==> config.mk <==
export PLATFORM = sky130hd
export DESIGN_NAME = flopr
export DESIGN_NICKNAME = d
export VERILOG_FILES = /design/src/rtl/flopr_pkg.sv /design/src/rtl/flopr.sv
export SDC_FILE = /design/constraint.sdc
export NUM_CORES = 1
export LEC_CHECK = 0
export CAP_MARGIN = 25
export CORE_AREA = 2 2 39 41
export DETAILED_ROUTE_END_ITERATION = 12
export DIE_AREA = 0 0 41 43
export SETUP_SLACK_MARGIN = 0.02
export SYNTH_ARGS = -nofsm -noshare
export SYNTH_HDL_FRONTEND = slang
export SYNTH_SLANG_ARGS = --single-unit
==> constraint.sdc <==
create_clock -name clk -period 1.2 [get_ports clk]
set_input_delay 0.18 -clock clk [delete_from_list [all_inputs] [get_ports clk]]
set_output_delay 0.18 -clock clk [all_outputs]
set_load 0.01 [all_outputs]
==> src/rtl/flopr_pkg.sv <==
// rtl/flopr_pkg.sv - shared constants for the generic pipeline-stage register
package flopr_pkg;

  localparam int FLOPR_DEFAULT_WIDTH = 8;
  localparam int FLOPR_MAX_WIDTH     = 1024;

endpackage

==> src/rtl/flopr.sv <==
// rtl/flopr.sv - enable register with asynchronous active-high reset
// A stall (en=0) holds q; reset overrides both the clock and en.
module flopr
  import flopr_pkg::*;
#(
  parameter int               WIDTH       = FLOPR_DEFAULT_WIDTH,
  parameter logic [WIDTH-1:0] RESET_VALUE = '0
) (
  input  logic             clk,
  input  logic             reset,
  input  logic             en,
  input  logic [WIDTH-1:0] d,
  output logic [WIDTH-1:0] q
);

  always_ff @(posedge clk or posedge reset) begin
    if (reset) begin
      q <= RESET_VALUE;
    end else if (en) begin
      q <= d;
    end
  end

endmodule

# Word-level counts from Yosys, hierarchy flattened
# Cells that the tools add are included.
totals:
  ff_bits: 8
  latchBits: 0
  mem_bits_rw: 0
  rom_bits: 0
  inputBits: 11
  output_inout_bits: 8
  wordCells: 1
  n_memories: 0
classes:
  addsub: 0
  n_mul: 0
  div: 0
  magnitude_cmp: 0
  eq_ne: 0
  shifts: 0
  n_mux: 0
  n_bitwise: 0
  reduce_logical: 0

# Longest topological paths before layout
depth:
  depth_word: 0
  mapped_depth: 2
  mapped_depth_nobuf: 1

# Least setup slack after synthesis
# Ideal clock, no wire load.
synth_timing:
  path_type: "register to register"
  from: "register, netlist name q[0]"
  to: "register q[0]"
  setup_ps: 125
  t_arrival_ps: 654
  required_ps: 1075
  path_slack_ps: 421
  path_stages_with_launch: 2
  path_buffers: 0
  period_less_slack_ps: 779
  path_cell_list: "dfrtp_1 > mux2_4"
synth_lines:
  columns: ["element", "line", "rtl"]
  rows:
  - ["to (signal assigned)", "flopr.sv:18", "q <= RESET_VALUE;"]
  - ["to (signal assigned)", "flopr.sv:20", "q <= d;"]
  - ["to (decl)", "flopr.sv:13", "output logic [WIDTH-1:0] q"]

# Worst setup path after layout
layout_timing:
  from: "register q[1]"
  to: "output port q[1]"
# No word-level cell between the ends.

==> results <==
==> power by group through the flow <==
stage	combinational, W	clock (W)	sequential (W)
3_5_place_dp	0.000169	0	0.000317
2_1_floorplan	0.0000572	0	0.000329
5_1_grt	0.000158	0.000227	0.000315
6_report	0.000148	0.000201	0.000313
4_1_cts	0.000151	0.000215	0.000312
3_3_place_gp	0.000166	0	0.000315
==> through the flow <==
step	setup TNS [ps]	total power, W	util [%]	area, µm²
global route	0	0.000700	40.4	559
CTS	0	0.000677	40.4	559
finish	0	0.000662	40.4	559
global placement	-333	0.000481	39.5	547
floorplan	0	0.000386	-	335
detailed placement	-501	0.000486	39.5	547
==> how the worst min path moves through the flow <==
stage	startpoint	end	depth (start not counted)
finish	reset	q[3]	2
global placement	reset	q[3]	2
CTS	reset	q[3]	2
floorplan	reset	q[0]	1
detailed placement	reset	q[6]	2
global route	reset	q[3]	2
==> layout by cell type, fill, tap and decap left out <==
master           instances
dlygate4sd2_1            8
dfrtp_1                  8
clkdlybuf4s50_1         10
clkbuf_4                 3
buf_4                    3
inv_1                    1
mux2_4                   8
==> layer usage <==
metal	vias to the layer above	GRT usage [%]
li1	106	-
met1	101	12.3
met2	10	15.9
met3	2	1.57
met4	0	14.0
met5	-	0
==> cell families (layout without fill, tap and decap cells) <==
kind of cell	after synthesis	count (layout)	share of synthesized area (%)
flops	8	8	59.7
buf+inv	2	25	4.48
mux	8	8	35.8
==> final cells by class <==
class                      count  share of cell area [%]
sequential                     8                    35.8
timing repair buffer          21                    34.5
tap                           16                    3.58
clock buffer                   3                    4.03
multi-input combinational      8                    21.5
inverter                       1                   0.671
==> metrics.txt <==
status=completed; Post-DRT Antenna Nets=0; Area Growth Syn to Fin=66.8%; detailed-route via count=219; worst path arrival time=940 ps; RR Startpoint=q[2]; Post-Layout Cell Count=57; CP delay by family, top=flip-flops; Post-CTS Setup Bufs=0; CP max stage cell=dfrtp_1; pre-CTS worst setup slack=-70.4 ps; R2R Setup Slk=420 ps; unrepaired setup endpoints after global routing=no; max reg flops=8; Power per Cell Area=1180 nW/µm²; CP Capture Point=q[1]; Main synth FF type=dfrtp_1; Sw Ratio=a little under a quarter; CTS tree=built; EDFF count, synth=0; setup violators final=0; WL/cell=approximately 14 µm; Sink Count=8; Biggest register=q; CP Cell Sequence=dlygate4sd2_1; FF+latch count, synth=8; Num CTS Buffers=3; Die Ht=approximately 43 µm; PostCTS Resize Cnt=8; Worst R2R Path Depth=1; skew final=0 ps; hpwl dp=about 590 µm; Register Area=200 µm²; Synth cell types=4; asr flop ratio synth=100%; die area=1760 µm²; Clock Power Share=30.4%; later-pin clock latency in the skew report=250 ps; RD Place Congestion=0.573; layout cells sized above 1=34.1%; Antenna Cells=0; Final nets=54; Final Max Tran Viols=0; clk slew on worst S/H paths=50 ps; routed wl met3=39 µm; root buffer cell=clkbuf_4; area leader, netlist=dfrtp_1; core area=1380 µm²; Flop pwr share=47.2%; top sig layer=met4; worst path bufs/invs=1; clock buffer depth=2; syn_area_per_cell=18.6 µm²; worst-margin pin slew=~290 ps; CTS Hold Bufs=0; Synth top cells by count=dfrtp_1 (8), mux2_4 (8), buf_6 (1), inv_1 (1); min cycle time layout=1120 ps; synth warn=0; NetSw=0.000151 W; number of top-level pins=19; Crit path required time=1020 ps; largest registers=q: 8 flops; Post-Syn Instances=18; sequential-to-total area share from yosys stat=59.7%; cell depth of the worst setup path=1; # fillers=137; combinational power share=between 20 and 25%; Syn Std Cell Area=335 µm²; met2 routed WL=415 µm; Worst setup SP type=flip-flop; Multi-input gate area=120 µm²; P_leak=0.274 nW; Initial Utilization=about a quarter; 1st-iter DRT viols=3; reg2reg end=q[2]; syn nets=29; slowest stage delay, CP=between 300 and 400 ps; placed insts=54; Site Rows=14; H-tree depth=1; Max VDD drop=around 0.00039 V; critical-path maximum fanout=2; final hold violation count=0; top achievable clock speed=0.896 GHz; Hold Slack=173 ps; global-route wire length before repair=1150 µm; drt drc=0; vias per inst=~3.8; Final period util=93.0%; Die W=~40 µm; IO Port Bufs=18; worst hold path class=input pin to asynchronous set/reset pin; Pre-antenna DRT Iters=2; relative slew slack=80.7%; pin count of the biggest net entering global routing=9; M1 WL=~320 µm; GRT Residual Overflow=0; top cell type's share of synthesized area=59.7%; initial antenna violation count=0; Max-Cap Viols=0; drt total wl=779 µm; number of global-route vias before repair=roughly 270; crit end category=output port; CP Class=flip-flop to output port; Tot GR Track Use=11.4%; crit path launch=q[1]; setup ws final=84.5 ps; top cells by area, synth=dfrtp_1 (60%), mux2_4 (36%), buf_6 (3.4%); P_int=0.000511 W
Note: power is estimated with default switching activity, not from simulation.
